### src/rtl/seg_scan_decoder_if.sv
// Display-bus interface for the scan decoder: the observed segment and
// digit-select lines plus the decoded frame results.
// Handshake: there is no valid/ready pair here. seg/digit are free-running
// and asynchronous to clk. frame_valid is a one-cycle pulse that marks
// value/dp/err_mask/frame_err as freshly updated; those outputs hold until
// the next pulse. timeout is an independent one-cycle pulse.
interface seg_scan_decoder_if;
    logic [7:0]  seg;
    logic [3:0]  digit;
    logic [15:0] value;
    logic [3:0]  dp;
    logic        frame_valid;
    logic        frame_err;
    logic [3:0]  err_mask;
    logic        timeout;

    // Display driver / observer side
    modport master (
        output seg, digit,
        input  value, dp, frame_valid, frame_err, err_mask, timeout
    );

    // Decoder side
    modport slave (
        input  seg, digit,
        output value, dp, frame_valid, frame_err, err_mask, timeout
    );
endinterface

### src/rtl/seg_scan_decoder.sv
// Seven-segment scan decoder: synchronizes a multiplexed 4-digit display
// bus, waits for each scan slot to settle, decodes the segment pattern back
// to a hex nibble and publishes a 16-bit value once all four digits have
// been captured. Undecodable patterns and stalled scans are flagged.
module seg_scan_decoder #(
    parameter int STABLE_CYC  = 16,
    parameter int TIMEOUT_CYC = 1048576,
    parameter int CNT_W       = 20
) (
    input  logic              clk,
    input  logic              rstb,
    seg_scan_decoder_if.slave bus,
    output logic [1:0]        fsm_state
);
    typedef enum logic [1:0] {
        ST_WAIT   = 2'd0,
        ST_SETTLE = 2'd1,
        ST_HOLD   = 2'd2
    } state_t;

    localparam logic [CNT_W-1:0] STABLE_LAST = CNT_W'(STABLE_CYC);
    localparam logic [CNT_W-1:0] TMO_LAST    = CNT_W'(TIMEOUT_CYC - 1);
    localparam logic [CNT_W-1:0] CNT_ONE     = CNT_W'(1);

    logic [7:0]       seg_meta, seg_sync;
    logic [3:0]       dig_meta, dig_sync;
    logic [11:0]      samp, samp_prev;
    logic             change, slot_valid;
    logic [1:0]       slot_idx;
    logic [3:0]       slot_bit;
    logic [3:0]       nib_dec;
    logic             dec_err;
    state_t           state, state_nx;
    logic [CNT_W-1:0] stab_cnt, stab_cnt_nx;
    logic             capture;
    logic [15:0]      nib_r;
    logic [3:0]       dp_r, err_r;
    logic [3:0]       mask, mask_base, mask_nx;
    logic             pend, pend_nx;
    logic [CNT_W-1:0] tmo_cnt;
    logic             tmo_fire;
    logic [15:0]      value_r;
    logic [3:0]       dp_out, err_mask_r;
    logic             frame_err_r, frame_valid_r;

    // Two-flop synchronizers plus the one-cycle-old sample for change detect
    always_ff @(posedge clk or negedge rstb) begin
        if (!rstb) begin
            seg_meta  <= '0;
            seg_sync  <= '0;
            dig_meta  <= '0;
            dig_sync  <= '0;
            samp_prev <= '0;
        end else begin
            seg_meta  <= bus.seg;
            seg_sync  <= seg_meta;
            dig_meta  <= bus.digit;
            dig_sync  <= dig_meta;
            samp_prev <= samp;
        end
    end

    assign samp   = {dig_sync, seg_sync};
    assign change = (samp != samp_prev);

    // A slot is valid only when exactly one active-low select is asserted
    always_comb begin
        slot_valid = 1'b1;
        slot_idx   = 2'd0;
        case (dig_sync)
            4'b1110: slot_idx = 2'd0;
            4'b1101: slot_idx = 2'd1;
            4'b1011: slot_idx = 2'd2;
            4'b0111: slot_idx = 2'd3;
            default: slot_valid = 1'b0;
        endcase
        slot_bit = 4'b0001 << slot_idx;
    end

    // Segment pattern (g..a) back to a hex nibble; unknown codes decode to 0
    always_comb begin
        nib_dec = 4'h0;
        dec_err = 1'b0;
        case (seg_sync[6:0])
            7'h3F: nib_dec = 4'h0;
            7'h06: nib_dec = 4'h1;
            7'h5B: nib_dec = 4'h2;
            7'h4F: nib_dec = 4'h3;
            7'h66: nib_dec = 4'h4;
            7'h6D: nib_dec = 4'h5;
            7'h7D: nib_dec = 4'h6;
            7'h07: nib_dec = 4'h7;
            7'h7F: nib_dec = 4'h8;
            7'h6F: nib_dec = 4'h9;
            7'h77: nib_dec = 4'hA;
            7'h7C: nib_dec = 4'hB;
            7'h39: nib_dec = 4'hC;
            7'h5E: nib_dec = 4'hD;
            7'h79: nib_dec = 4'hE;
            7'h71: nib_dec = 4'hF;
            default: dec_err = 1'b1;
        endcase
    end

    // Slot settling FSM: next state, stability count and capture strobe
    always_comb begin
        state_nx    = state;
        stab_cnt_nx = stab_cnt;
        capture     = 1'b0;
        case (state)
            ST_WAIT: begin
                stab_cnt_nx = '0;
                if (slot_valid) begin
                    state_nx    = ST_SETTLE;
                    stab_cnt_nx = CNT_ONE;
                end
            end
            ST_SETTLE: begin
                if (change) begin
                    if (slot_valid) begin
                        stab_cnt_nx = CNT_ONE;
                    end else begin
                        state_nx    = ST_WAIT;
                        stab_cnt_nx = '0;
                    end
                end else begin
                    stab_cnt_nx = stab_cnt + CNT_ONE;
                    if (stab_cnt_nx == STABLE_LAST) begin
                        capture  = 1'b1;
                        state_nx = ST_HOLD;
                    end
                end
            end
            ST_HOLD: begin
                if (change) begin
                    if (slot_valid) begin
                        state_nx    = ST_SETTLE;
                        stab_cnt_nx = CNT_ONE;
                    end else begin
                        state_nx    = ST_WAIT;
                        stab_cnt_nx = '0;
                    end
                end
            end
            default: begin
                state_nx    = ST_WAIT;
                stab_cnt_nx = '0;
            end
        endcase
    end

    // FSM state and stability counter registers
    always_ff @(posedge clk or negedge rstb) begin
        if (!rstb) begin
            state    <= ST_WAIT;
            stab_cnt <= '0;
        end else begin
            state    <= state_nx;
            stab_cnt <= stab_cnt_nx;
        end
    end

    // Per-position capture of nibble, dp and decode error
    always_ff @(posedge clk or negedge rstb) begin
        if (!rstb) begin
            nib_r <= '0;
            dp_r  <= '0;
            err_r <= '0;
        end else if (capture) begin
            nib_r[{slot_idx, 2'b00} +: 4] <= nib_dec;
            dp_r[slot_idx]                <= seg_sync[7];
            err_r[slot_idx]               <= dec_err;
        end
    end

    // Mask bookkeeping: a frame completes only on the transition into 4'hF;
    // a pending completion outranks a coincident timeout
    always_comb begin
        tmo_fire  = (tmo_cnt == TMO_LAST) && !pend;
        mask_base = tmo_fire ? 4'b0000 : mask;
        mask_nx   = mask_base;
        pend_nx   = 1'b0;
        if (pend) begin
            mask_nx = 4'b0000;
        end else if (capture) begin
            mask_nx = mask_base | slot_bit;
            pend_nx = (mask_nx == 4'hF) && (mask_base != 4'hF);
        end
    end

    // Mask, timeout counter and published frame registers
    always_ff @(posedge clk or negedge rstb) begin
        if (!rstb) begin
            mask          <= '0;
            pend          <= 1'b0;
            tmo_cnt       <= '0;
            frame_valid_r <= 1'b0;
            value_r       <= '0;
            dp_out        <= '0;
            err_mask_r    <= '0;
            frame_err_r   <= 1'b0;
        end else begin
            mask          <= mask_nx;
            pend          <= pend_nx;
            frame_valid_r <= pend;
            tmo_cnt       <= (pend || tmo_fire) ? '0 : tmo_cnt + CNT_ONE;
            if (pend) begin
                value_r     <= nib_r;
                dp_out      <= dp_r;
                err_mask_r  <= err_r;
                frame_err_r <= |err_r;
            end
        end
    end

    assign bus.value       = value_r;
    assign bus.dp          = dp_out;
    assign bus.err_mask    = err_mask_r;
    assign bus.frame_err   = frame_err_r;
    assign bus.frame_valid = frame_valid_r;
    assign bus.timeout     = tmo_fire;
    assign fsm_state       = state;
endmodule

### src/flat_wrapper.sv
// flat-port wrapper written by rule: the top's interface ports become plain ports
module seg_scan_decoder_flat 
#(
    parameter int STABLE_CYC  = 16,
    parameter int TIMEOUT_CYC = 1048576,
    parameter int CNT_W       = 20
)
  (clk, rstb, fsm_state, bus_seg, bus_digit, bus_value, bus_dp, bus_frame_valid, bus_frame_err, bus_err_mask, bus_timeout);
  seg_scan_decoder_if bus_i ();
  input  logic clk;
  input  logic rstb;
  output logic [1:0] fsm_state;
  input wire logic [$bits(bus_i.seg)-1:0] bus_seg;
  input wire logic [$bits(bus_i.digit)-1:0] bus_digit;
  output wire logic [$bits(bus_i.value)-1:0] bus_value;
  output wire logic [$bits(bus_i.dp)-1:0] bus_dp;
  output wire logic [$bits(bus_i.frame_valid)-1:0] bus_frame_valid;
  output wire logic [$bits(bus_i.frame_err)-1:0] bus_frame_err;
  output wire logic [$bits(bus_i.err_mask)-1:0] bus_err_mask;
  output wire logic [$bits(bus_i.timeout)-1:0] bus_timeout;
  assign bus_i.seg = bus_seg;
  assign bus_i.digit = bus_digit;
  assign bus_value = bus_i.value;
  assign bus_dp = bus_i.dp;
  assign bus_frame_valid = bus_i.frame_valid;
  assign bus_frame_err = bus_i.frame_err;
  assign bus_err_mask = bus_i.err_mask;
  assign bus_timeout = bus_i.timeout;
  seg_scan_decoder #(.STABLE_CYC(STABLE_CYC), .TIMEOUT_CYC(TIMEOUT_CYC), .CNT_W(CNT_W)) u_core (.clk(clk), .rstb(rstb), .bus(bus_i), .fsm_state(fsm_state));
endmodule
### config.mk
export PLATFORM = sky130hd
export DESIGN_NAME = seg_scan_decoder_flat
export DESIGN_NICKNAME = d
export VERILOG_FILES = /design/src/rtl/seg_scan_decoder_if.sv /design/src/rtl/seg_scan_decoder.sv /design/src/flat_wrapper.sv
export SDC_FILE = /design/constraint.sdc
export NUM_CORES = 1
export LEC_CHECK = 0
export ABC_AREA = 0
export CAP_MARGIN = 0
export CORE_MARGIN = 3
export CORE_UTILIZATION = 58
export DETAILED_ROUTE_END_ITERATION = 6
export PLACE_DENSITY = 0.8
export SLEW_MARGIN = 20
export SYNTH_ARGS = -nofsm -noshare
export SYNTH_HDL_FRONTEND = slang
export SYNTH_SLANG_ARGS = --single-unit
### constraint.sdc
create_clock -name clk -period 3.15 [get_ports clk]
set_input_delay 0.315 -clock clk [delete_from_list [all_inputs] [get_ports clk]]
set_output_delay 0.315 -clock clk [all_outputs]
set_load 0.02 [all_outputs]
==> impl_results.html, run 1 <==
<table>
<tr><th>Metric</th><th>Value</th></tr>
<tr><th colspan="2">Outcome</th></tr>
<tr><td>Status</td><td>finished, final reports clean</td></tr>
<tr><th colspan="2">CTS</th></tr>
<tr><td>Clock tree buffer depth</td><td>2</td></tr>
<tr><td>Cell at the root of the clock tree</td><td>sky130_fd_sc_hd__clkbuf_8</td></tr>
<tr><td>Clock latency on the worst-skew pair</td><td>530 ps</td></tr>
<tr><td>Maximum level of the CTS H-tree</td><td>4</td></tr>
<tr><td>Clock tree from TritonCTS</td><td>built</td></tr>
<tr><td>TritonCTS Buffers</td><td>17</td></tr>
<tr><td>CTS Sinks</td><td>133</td></tr>
<tr><td>Clock slew at reported path FFs</td><td>60 ps</td></tr>
<tr><th colspan="2">Route</th></tr>
<tr><td>Average wire per cell in the routed design</td><td>16.5 um</td></tr>
<tr><td>Antenna violation net count after detailed routing</td><td>0</td></tr>
<tr><td>Via/cell ratio</td><td>5.78</td></tr>
<tr><td>Highest signal layer in the routed design</td><td>met4</td></tr>
<tr><td>Met3 routed wirelength</td><td>482 um</td></tr>
<tr><td>Number of search-and-repair iterations in the first detailed-routing pass</td><td>4</td></tr>
<tr><td>Final wirelength</td><td>12.0 mm</td></tr>
<tr><td>Total vias in the final route</td><td>4214</td></tr>
<tr><td>Met2 Routed Length</td><td>6.01 mm</td></tr>
<tr><td>Detailed-routing wirelength on met1</td><td>5.25 mm</td></tr>
<tr><td>Detailed Route Iter0 Violations</td><td>173</td></tr>
<tr><td>Drt drc</td><td>0</td></tr>
<tr><th colspan="2">STA</th></tr>
<tr><td>Fraction of the cycle the final worst path needs</td><td>94.2%</td></tr>
<tr><td>Fin. Hold Viols</td><td>0</td></tr>
<tr><td>Fmax</td><td>0.337 GHz</td></tr>
<tr><td>Worst-margin pin slew</td><td>769 ps</td></tr>
<tr><td>Worst Skew</td><td>17.3 ps</td></tr>
<tr><td>Clock period minus final worst setup slack</td><td>2970 ps</td></tr>
<tr><td>Final setup vio count</td><td>0</td></tr>
<tr><td>Worst max-slew margin expressed relative to the limit</td><td>48.7%</td></tr>
<tr><td>Pins over their slew limit</td><td>0</td></tr>
<tr><td>Final Worst Setup Slack</td><td>183 ps</td></tr>
<tr><th colspan="2">Placement</th></tr>
<tr><td>Routability congestion estimate from global placement</td><td>0.881</td></tr>
<tr><td>Pre-CTS setup slack</td><td>159 ps</td></tr>
<tr><td>Half-perimeter wire length of the detailed placement result</td><td>7.76 mm</td></tr>
<tr><td>Dpl cell area</td><td>0.00653 mm^2</td></tr>
<tr><td>Port Buffers</td><td>42</td></tr>
<tr><td>Post-Place Cells</td><td>694</td></tr>
<tr><th colspan="2">Worst setup path</th></tr>
<tr><td>Critical path arrival</td><td>3370 ps</td></tr>
<tr><td>Startpoint class of the critical path</td><td>register</td></tr>
<tr><td>Cell at the slowest stage of the critical path</td><td>sky130_fd_sc_hd__nor4b_4</td></tr>
<tr><td>Biggest fanout along the worst timing path</td><td>7</td></tr>
<tr><td>Endpoint type of the worst setup path</td><td>register</td></tr>
<tr><td>Register-to-Register Setup Slack</td><td>180 ps</td></tr>
<tr><td>WS Path Type</td><td>reg2reg</td></tr>
<tr><td>Worst path cell trace</td><td>ha_1 &gt; nand4_1 &gt; nor3_1 &gt; and2_1 &gt; xor2_1 &gt; nor4b_4 &gt; nand4_2 &gt; mux2_2</td></tr>
<tr><td>Critical path data required time</td><td>3550 ps</td></tr>
<tr><td>Delay of the slowest cell on the worst path</td><td>590 ps</td></tr>
<tr><th colspan="2">Cells and area</th></tr>
<tr><td>Syn-to-layout area delta</td><td>20.5%</td></tr>
<tr><td>Final layout net count</td><td>604</td></tr>
<tr><td>Fraction of final layout cells sized beyond drive strength 1</td><td>17.6%</td></tr>
<tr><td>Final cell utilization of the core</td><td>72.7%</td></tr>
<tr><td>Area of all placed cells without fillers</td><td>0.00717 mm^2</td></tr>
<tr><td>Number of antenna cells inserted</td><td>0</td></tr>
<tr><td>Count of placed standard cells in the final layout, fillers left out</td><td>729</td></tr>
<tr><td>Most common cell after layout, fill and taps aside</td><td>sky130_fd_sc_hd__dfrtp_1</td></tr>
<tr><td>Fill count</td><td>662</td></tr>
<tr><td>Most used cells in the layout excluding fill and tap cells</td><td>133 x sky130_fd_sc_hd__dfrtp_1, 56 x sky130_fd_sc_hd__nor2_1, 48 x sky130_fd_sc_hd__mux2_2, 41 x sky130_fd_sc_hd__nand2_1, 40 x sky130_fd_sc_hd__clkdlybuf4s50_1</td></tr>
<tr><th colspan="2">Floorplan</th></tr>
<tr><td>Die width</td><td>107 um</td></tr>
<tr><td>Count of standard-cell rows</td><td>36</td></tr>
<tr><td>Floorplan core area</td><td>0.00986 mm^2</td></tr>
<tr><td>Total Die Area</td><td>0.0115 mm^2</td></tr>
<tr><td>Initial Utilization</td><td>60.3%</td></tr>
<tr><td># IOs</td><td>43</td></tr>
<tr><td>Die Y</td><td>107 um</td></tr>
<tr><th colspan="2">Global routing</th></tr>
<tr><td>Via count of the first global-routing pass</td><td>4242</td></tr>
<tr><td>Largest net degree at the start of global routing</td><td>72</td></tr>
<tr><td>Number of antenna violations at the first check in global routing</td><td>0</td></tr>
<tr><td>Grt total ovfl</td><td>0</td></tr>
<tr><td>Global-route total usage across every layer</td><td>23.0%</td></tr>
<tr><td>First-pass GRT wire length</td><td>20.7 mm</td></tr>
<tr><th colspan="2">Synthesis</th></tr>
<tr><td>Adder-cell share of the synthesized area</td><td>1.81%</td></tr>
<tr><td>Summed instance area of the synthesized netlist</td><td>0.00595 mm^2</td></tr>
<tr><td>Area share of the largest cell type after synthesis</td><td>55.9%</td></tr>
<tr><td>Synthesized instance count</td><td>531</td></tr>
<tr><td>Cell types occupying the most area after synthesis</td><td>sky130_fd_sc_hd__dfrtp_1 56%, sky130_fd_sc_hd__mux2_2 9.1%, sky130_fd_sc_hd__xnor2_1 3.8%</td></tr>
<tr><td>XOR/XNOR Fraction of Synth Area</td><td>6.03%</td></tr>
<tr><td>Seq cells post-synth</td><td>133</td></tr>
<tr><td>Synthesized-area fraction occupied by and/or/nand/nor cells</td><td>17.1%</td></tr>
<tr><td>Fraction of the yosys area taken by sequential cells</td><td>55.9%</td></tr>
<tr><td>Synth warnings</td><td>0</td></tr>
<tr><td>Mean area per synthesized cell</td><td>11.2 um^2</td></tr>
<tr><td>Most used DFF post-synth</td><td>sky130_fd_sc_hd__dfrtp_1</td></tr>
<tr><td>Proportion of synthesized area in mux cells</td><td>9.08%</td></tr>
<tr><td>Share of the synthesized area in compound gates (AO/OA/AOI/OAI)</td><td>7.97%</td></tr>
<tr><td>Post-synthesis net count</td><td>552</td></tr>
<tr><td>Cell taking the most area after synthesis</td><td>sky130_fd_sc_hd__dfrtp_1</td></tr>
<tr><td>EDFF count, synth</td><td>0</td></tr>
<tr><td>Fraction of synthesis flops using an asynchronous set or reset pin</td><td>100%</td></tr>
<tr><td>Largest family of logic cells by synthesized area</td><td>simple AND/OR/NAND/NOR gates</td></tr>
<tr><td>Yosys cell types</td><td>56</td></tr>
<tr><th colspan="2">Power</th></tr>
<tr><td>Reported leakage power</td><td>3.23 nW</td></tr>
<tr><td>Part of the total power dissipated in sequential elements</td><td>44.8%</td></tr>
<tr><td>Clock group share of total power</td><td>52.1%</td></tr>
<tr><td>PD cells</td><td>550 mW/mm^2</td></tr>
<tr><td>Combinational fraction of design power</td><td>3.1%</td></tr>
<tr><td>Internal power</td><td>3.08 mW</td></tr>
<tr><td>Switching Power</td><td>862 uW</td></tr>
<tr><td>Switching portion of total power</td><td>21.9%</td></tr>
<tr><td>Total power consumption of the routed design</td><td>3.94 mW</td></tr>
<tr><td>Peak ir drop on the vdd network</td><td>0.000441 V</td></tr>
<tr><th colspan="2">Flow run</th></tr>
<tr><td>Number of max-cap violations</td><td>0</td></tr>
<tr><th colspan="2">Hold path</th></tr>
<tr><td>Class of the tightest hold or removal check</td><td>in2reg</td></tr>
</table>
## path summary, 6_finish.rpt
| kind | startpoint | to | depth (start not counted) |
|---|---|---|---|
| hold reg to reg | u_core.dig_meta[1] | u_core.dig_sync[1] | 0 |
| setup reg to reg | u_core.stab_cnt[0] | u_core.dp_r[0] | 8 |
| hold / removal | bus_digit[1] | u_core.dig_meta[1] | 1 |
| max in group asynchronous | rstb | u_core.stab_cnt[19] | 3 |
| min in group asynchronous | rstb | u_core.bus.value[1] | 2 |
| setup / recovery | u_core.stab_cnt[0] | u_core.dp_r[0] | 8 |
## metal layers
layer | track usage (%) | up-vias
li1 | - | 1996
met1 | 30.5 | 2071
met2 | 36.8 | 117
met3 | 6.00 | 30
met4 | 8.31 | 0
met5 | 0 | -
## critical path: cells and delay by family, from the launching register on
family        cells  cell delay [ps]
simple gates      5             1680
flops             1              430
mux               1              380
fa+ha+maj         1              270
xor+xnor          1              110
## through the flow
step	TNS [ps]	hold slack, ps
after floorplan	0	19.4
after global placement	0	332
after detailed placement	0	335
after CTS	0	209
after global routing	-773	205
final	0	224
## what timing repair did
| item | CTS | global route |
|---|---|---|
| setup endpoints to repair | 0 | 23 |
| hold endpoints to repair | 62 | 0 |
| resized for setup | 0 | 1 |
| buffers inserted | 0 | 2 |
| hold buffers | 1 | 0 |
## cell usage after synthesis, types with 3 or more instances
library cell / number
sky130_fd_sc_hd__a31oi_1: 4
sky130_fd_sc_hd__nand3_1: 17
sky130_fd_sc_hd__buf_1: 3
sky130_fd_sc_hd__nand3b_1: 3
sky130_fd_sc_hd__nor2b_1: 4
sky130_fd_sc_hd__or3_1: 5
sky130_fd_sc_hd__mux2_2: 48
sky130_fd_sc_hd__and2_1: 3
sky130_fd_sc_hd__nor4_1: 6
sky130_fd_sc_hd__nand2_1: 41
sky130_fd_sc_hd__a22o_1: 5
sky130_fd_sc_hd__xor2_1: 15
sky130_fd_sc_hd__nand4_1: 18
sky130_fd_sc_hd__nor3_1: 11
sky130_fd_sc_hd__nand4_2: 3
sky130_fd_sc_hd__inv_1: 7
sky130_fd_sc_hd__a22oi_1: 3
sky130_fd_sc_hd__o21ai_0: 32
sky130_fd_sc_hd__o31ai_1: 6
sky130_fd_sc_hd__nor2_1: 56
sky130_fd_sc_hd__and3_1: 8
sky130_fd_sc_hd__ha_1: 7
sky130_fd_sc_hd__dfrtp_1: 133
sky130_fd_sc_hd__xnor2_1: 26
sky130_fd_sc_hd__clkbuf_1: 16
sky130_fd_sc_hd__a21oi_1: 13
sky130_fd_sc_hd__nand2b_1: 5
## final cells by class
class                      count  area, um^2  share of cell area [%]
tap                          133         166                    2.32
clock inverter                14         196                    2.74
multi-input combinational    368        2500                    34.8
timing repair buffer          56         541                    7.54
clock buffer                  18         418                    5.83
sequential                   133        3330                    46.4
inverter                       7        26.3                   0.366
## kinds of logic after synthesis
| group | after synthesis |
|---|---|
| muxes | 48 |
| buffers and inverters | 30 |
| AOI/OAI and AO/OA | 76 |
| and+or+nand+nor | 194 |
| xor gates and xnor gates | 41 |
| adders and majority gates | 9 |
| DFF | 133 |
## registers in the layout, indices dropped and copies added (netlist names), 2 cells and up
register,count
u_core.bus.dp,4
u_core.bus.err_mask,4
u_core.bus.value,16
u_core.dig_meta,4
u_core.dig_sync,4
u_core.dp_r,4
u_core.err_r,4
u_core.fsm_state,2
u_core.mask,4
u_core.nib_r,16
u_core.samp_prev,12
u_core.seg_meta,8
u_core.seg_sync,8
u_core.stab_cnt,20
u_core.tmo_cnt,20
## power by group through the flow
| stage | clock, mW | sequential (mW) | combinational (mW) |
|---|---|---|---|
| floorplan | 0 | 1.78 | 0.0629 |
| global placement | 0 | 1.79 | 0.120 |
| detailed placement | 0 | 1.80 | 0.123 |
| CTS | 2.09 | 1.77 | 0.125 |
| global route | 2.16 | 1.77 | 0.138 |
| finish | 2.05 | 1.77 | 0.123 |
No activity file was read; power rests on OpenSTA's default activity.
==> run 2: changes to the inputs <==
SLEW_MARGIN = 30   (was 20)
==> results of run 2 <==
Final layout, timing and power as in run 1 (identical DEF).
==> run 3: changes to the inputs <==
CORE_MARGIN = default   (was 3)
==> impl_results.html, run 3 (synthesis results as in run 1) <==
<table>
<tr><th>Metric</th><th>Value</th></tr>
<tr><th colspan="2">Global routing</th></tr>
<tr><td>Largest net degree at the start of global routing</td><td>66 (was 72)</td></tr>
<tr><td>Grt total ovfl</td><td>0 (unchanged)</td></tr>
<tr><td>Global-route total usage across every layer</td><td>25.6% (was 23.0%)</td></tr>
<tr><td>Via count of the first global-routing pass</td><td>4301 (was 4242)</td></tr>
<tr><td>First-pass GRT wire length</td><td>20.5 mm (was 20.7 mm)</td></tr>
<tr><td>Number of antenna violations at the first check in global routing</td><td>0 (unchanged)</td></tr>
<tr><th colspan="2">Worst setup path</th></tr>
<tr><td>Crit. Startpoint</td><td>u_core.stab_cnt[0] (unchanged)</td></tr>
<tr><td>WS Path Type</td><td>reg2reg (unchanged)</td></tr>
<tr><td>Register-to-Register Setup Slack</td><td>170 ps (was 180 ps)</td></tr>
<tr><td>Worst reg-to-reg path cell count</td><td>8 (unchanged)</td></tr>
<tr><td>Top cell by count, worst path</td><td>sky130_fd_sc_hd__nand4_1</td></tr>
<tr><td>Startpoint class of the critical path</td><td>register (unchanged)</td></tr>
<tr><td>Endpoint type of the worst setup path</td><td>register (unchanged)</td></tr>
<tr><td>Biggest fanout along the worst timing path</td><td>7 (unchanged)</td></tr>
<tr><td>Critical path arrival</td><td>3380 ps (was 3370 ps)</td></tr>
<tr><td>Cell at the slowest stage of the critical path</td><td>sky130_fd_sc_hd__nor4b_4 (unchanged)</td></tr>
<tr><td>Crit path capture</td><td>u_core.nib_r[9] (was u_core.dp_r[0])</td></tr>
<tr><td>Worst path cell trace</td><td>ha_1 &gt; nand4_1 &gt; nor3_1 &gt; and2_1 &gt; xor2_1 &gt; nor4b_4 &gt; nand4_1 &gt; mux2_2 (was ha_1 &gt; nand4_1 &gt; nor3_1 &gt; and2_1 &gt; xor2_1 &gt; nor4b_4 &gt; nand4_2 &gt; mux2_2)</td></tr>
<tr><td>Launch point of the worst reg-to-reg path</td><td>u_core.stab_cnt[0] (unchanged)</td></tr>
<tr><td>Worst r2r dst</td><td>u_core.nib_r[9] (was u_core.dp_r[0])</td></tr>
<tr><td>Delay of the slowest cell on the worst path</td><td>610 ps (was 590 ps)</td></tr>
<tr><td>Critical path data required time</td><td>3550 ps (about the same)</td></tr>
<tr><th colspan="2">Placement</th></tr>
<tr><td>Half-perimeter wire length of the detailed placement result</td><td>8.11 mm (was 7.76 mm)</td></tr>
<tr><td>Routability congestion estimate from global placement</td><td>0.909 (was 0.881)</td></tr>
<tr><td>Port Buffers</td><td>42 (unchanged)</td></tr>
<tr><td>Dpl cell area</td><td>0.00654 mm^2 (was 0.00653 mm^2)</td></tr>
<tr><th colspan="2">STA</th></tr>
<tr><td>Clock period minus final worst setup slack</td><td>2980 ps (was 2970 ps)</td></tr>
<tr><td>Fin. Hold Viols</td><td>0 (unchanged)</td></tr>
<tr><td>Fmax</td><td>0.335 GHz (was 0.337 GHz)</td></tr>
<tr><td>Worst Skew</td><td>7.79 ps (was 17.3 ps)</td></tr>
<tr><td>Unrepaired setup endpoints after global routing</td><td>false</td></tr>
<tr><td>Worst-margin pin slew</td><td>808 ps (was 769 ps)</td></tr>
<tr><td>Pins over their slew limit</td><td>0 (unchanged)</td></tr>
<tr><td>Fraction of the cycle the final worst path needs</td><td>94.6% (was 94.2%)</td></tr>
<tr><td>Total negative slack for setup checks</td><td>0 ps (unchanged)</td></tr>
<tr><td>Final setup vio count</td><td>0 (unchanged)</td></tr>
<tr><td>Worst max-slew margin expressed relative to the limit</td><td>46.1% (was 48.7%)</td></tr>
<tr><th colspan="2">Cells and area</th></tr>
<tr><td>Number of antenna cells inserted</td><td>0 (unchanged)</td></tr>
<tr><td>Fraction of final layout cells sized beyond drive strength 1</td><td>17.8% (was 17.6%)</td></tr>
<tr><td>Area of all placed cells without fillers</td><td>0.00719 mm^2 (was 0.00717 mm^2)</td></tr>
<tr><td>Final layout net count</td><td>605 (was 604)</td></tr>
<tr><td>Registers with the most flip-flops</td><td>u_core.stab_cnt x20, u_core.tmo_cnt x20 (unchanged)</td></tr>
<tr><td>Syn-to-layout area delta</td><td>20.8% (was 20.5%)</td></tr>
<tr><td>Most common cell after layout, fill and taps aside</td><td>sky130_fd_sc_hd__dfrtp_1 (unchanged)</td></tr>
<tr><td>Fill count</td><td>640 (was 662)</td></tr>
<tr><td>Most used cells in the layout excluding fill and tap cells</td><td>133 x sky130_fd_sc_hd__dfrtp_1, 56 x sky130_fd_sc_hd__nor2_1, 48 x sky130_fd_sc_hd__mux2_2, 41 x sky130_fd_sc_hd__nand2_1, 40 x sky130_fd_sc_hd__clkdlybuf4s50_1 (unchanged)</td></tr>
<tr><th colspan="2">Floorplan</th></tr>
<tr><td>Count of standard-cell rows</td><td>36 (unchanged)</td></tr>
<tr><td># IOs</td><td>43 (unchanged)</td></tr>
<tr><td>Floorplan core area</td><td>0.00986 mm^2 (unchanged)</td></tr>
<tr><td>Die Y</td><td>103 um (was 107 um)</td></tr>
<tr><td>Initial Utilization</td><td>60.3% (unchanged)</td></tr>
<tr><td>Die width</td><td>103 um (was 107 um)</td></tr>
<tr><td>Total Die Area</td><td>0.0107 mm^2 (was 0.0115 mm^2)</td></tr>
<tr><th colspan="2">CTS</th></tr>
<tr><td>TritonCTS Buffers</td><td>17 (unchanged)</td></tr>
<tr><td>Clock tree buffer depth</td><td>2 (unchanged)</td></tr>
<tr><td>CTS Sinks</td><td>133 (unchanged)</td></tr>
<tr><td>Maximum level of the CTS H-tree</td><td>4 (unchanged)</td></tr>
<tr><td>Clock slew at reported path FFs</td><td>60 ps (about the same)</td></tr>
<tr><td>Clock tree from TritonCTS</td><td>built (unchanged)</td></tr>
<tr><td>Cell at the root of the clock tree</td><td>sky130_fd_sc_hd__clkbuf_8 (unchanged)</td></tr>
<tr><td>Clock latency on the worst-skew pair</td><td>520 ps (was 530 ps)</td></tr>
<tr><th colspan="2">Hold path</th></tr>
<tr><td>Worst hold stages</td><td>1 (unchanged)</td></tr>
<tr><td>Class of the tightest hold or removal check</td><td>in2reg (unchanged)</td></tr>
<tr><td>Worst hold start</td><td>bus_seg[0] (was bus_digit[1])</td></tr>
<tr><th colspan="2">Route</th></tr>
<tr><td>Met3 routed wirelength</td><td>675 um (was 482 um)</td></tr>
<tr><td>Total vias in the final route</td><td>4329 (was 4214)</td></tr>
<tr><td>Drt drc</td><td>0 (unchanged)</td></tr>
<tr><td>Antenna violation net count after detailed routing</td><td>0 (unchanged)</td></tr>
<tr><td>Detailed-routing wirelength on met1</td><td>5.26 mm (was 5.25 mm)</td></tr>
<tr><td>Met2 Routed Length</td><td>6.32 mm (was 6.01 mm)</td></tr>
<tr><td>Highest signal layer in the routed design</td><td>met4 (unchanged)</td></tr>
<tr><td>Number of search-and-repair iterations in the first detailed-routing pass</td><td>5 (was 4)</td></tr>
<tr><td>Average wire per cell in the routed design</td><td>17.1 um (was 16.5 um)</td></tr>
<tr><td>Via/cell ratio</td><td>5.93 (was 5.78)</td></tr>
<tr><td>Final wirelength</td><td>12.5 mm (was 12.0 mm)</td></tr>
<tr><td>Detailed Route Iter0 Violations</td><td>244 (was 173)</td></tr>
<tr><th colspan="2">Flow run</th></tr>
<tr><td>Number of max-cap violations</td><td>0 (unchanged)</td></tr>
<tr><th colspan="2">Outcome</th></tr>
<tr><td>Status</td><td>finished, final reports clean (unchanged)</td></tr>
<tr><th colspan="2">Power</th></tr>
<tr><td>Peak ir drop on the vdd network</td><td>0.000430 V (was 0.000441 V)</td></tr>
<tr><td>PD cells</td><td>547 mW/mm^2 (was 550 mW/mm^2)</td></tr>
<tr><td>Reported leakage power</td><td>3.24 nW (was 3.23 nW)</td></tr>
</table>
run 3: cell count changes in the layout (fill, tap and decap cells not counted), sizes merged:
cell,delta
clkinvlp,-2
clkinv,+3
inv,-1
buf,+1
run 3: final cells by class:
| cell class | instances | area, um^2 | share of cell area, % |
|---|---|---|---|
| inverters | 7 | 26.3 | 0.365 |
| clock buffers | 18 | 418 | 5.81 |
| multi-input cells | 368 | 2500 | 34.8 |
| well taps | 133 | 166 | 2.31 |
| flip-flops and latches | 133 | 3330 | 46.3 |
| repair buffers | 57 | 548 | 7.62 |
| clock inverters | 14 | 199 | 2.77 |
run 3: metal layers:
| metal | GRT usage, % | vias up |
|---|---|---|
| met5 | 0 | - |
| met4 | 9.75 | 0 |
| met3 | 6.25 | 29 |
| met2 | 42.7 | 186 |
| met1 | 32.6 | 2135 |
| li1 | - | 1979 |
run 3: worst min path at each step:
stage | slack, ps | end
2_1_floorplan | 20 | u_core.bus.dp[0]
3_3_place_gp | 330 | u_core.seg_sync[2]
3_5_place_dp | 340 | u_core.dig_sync[3]
4_1_cts | 210 | u_core.seg_meta[4]
5_1_grt | 220 | u_core.seg_meta[2]
6_report | 230 | u_core.seg_meta[0]
run 3: stage by stage:
stage	instances	total power, mW	utilization (%)	setup slack [ps]	hold slack [ps]
final	730	3.94	72.9	169	226
after global routing	730	4.05	72.9	45.6	219
after CTS	728	3.96	72.6	82.9	215
after detailed placement	695	1.92	66.3	131	336
after global placement	695	1.91	66.3	304	332
after floorplan	531	1.84	-	575	19.4
run 3: power by group:
part | switching [mW] | total, mW | internal, mW
registers | 0.0303 | 1.76 | 1.73
clock network | 0.751 | 2.05 | 1.30
logic | 0.0734 | 0.126 | 0.0523
total | 0.855 | 3.94 | 3.08
run 3: critical path: cells and delay by family, from the launching register on:
family,cells,cell delay [ps]
AND/OR/NAND/NOR,5,1660
flip-flops,1,430
multiplexers,1,370
adder cells (fa/ha/maj),1,270
XOR/XNOR,1,120
run 3: timing repair:
item / 4_1_cts / 5_1_grt
buffers inserted: 0 / 2
endpoints found under the setup margin: 0 / 25
endpoints found under the hold margin: 63 / 0
gates resized for setup: 0 / 2
hold buffers: 1 / 0
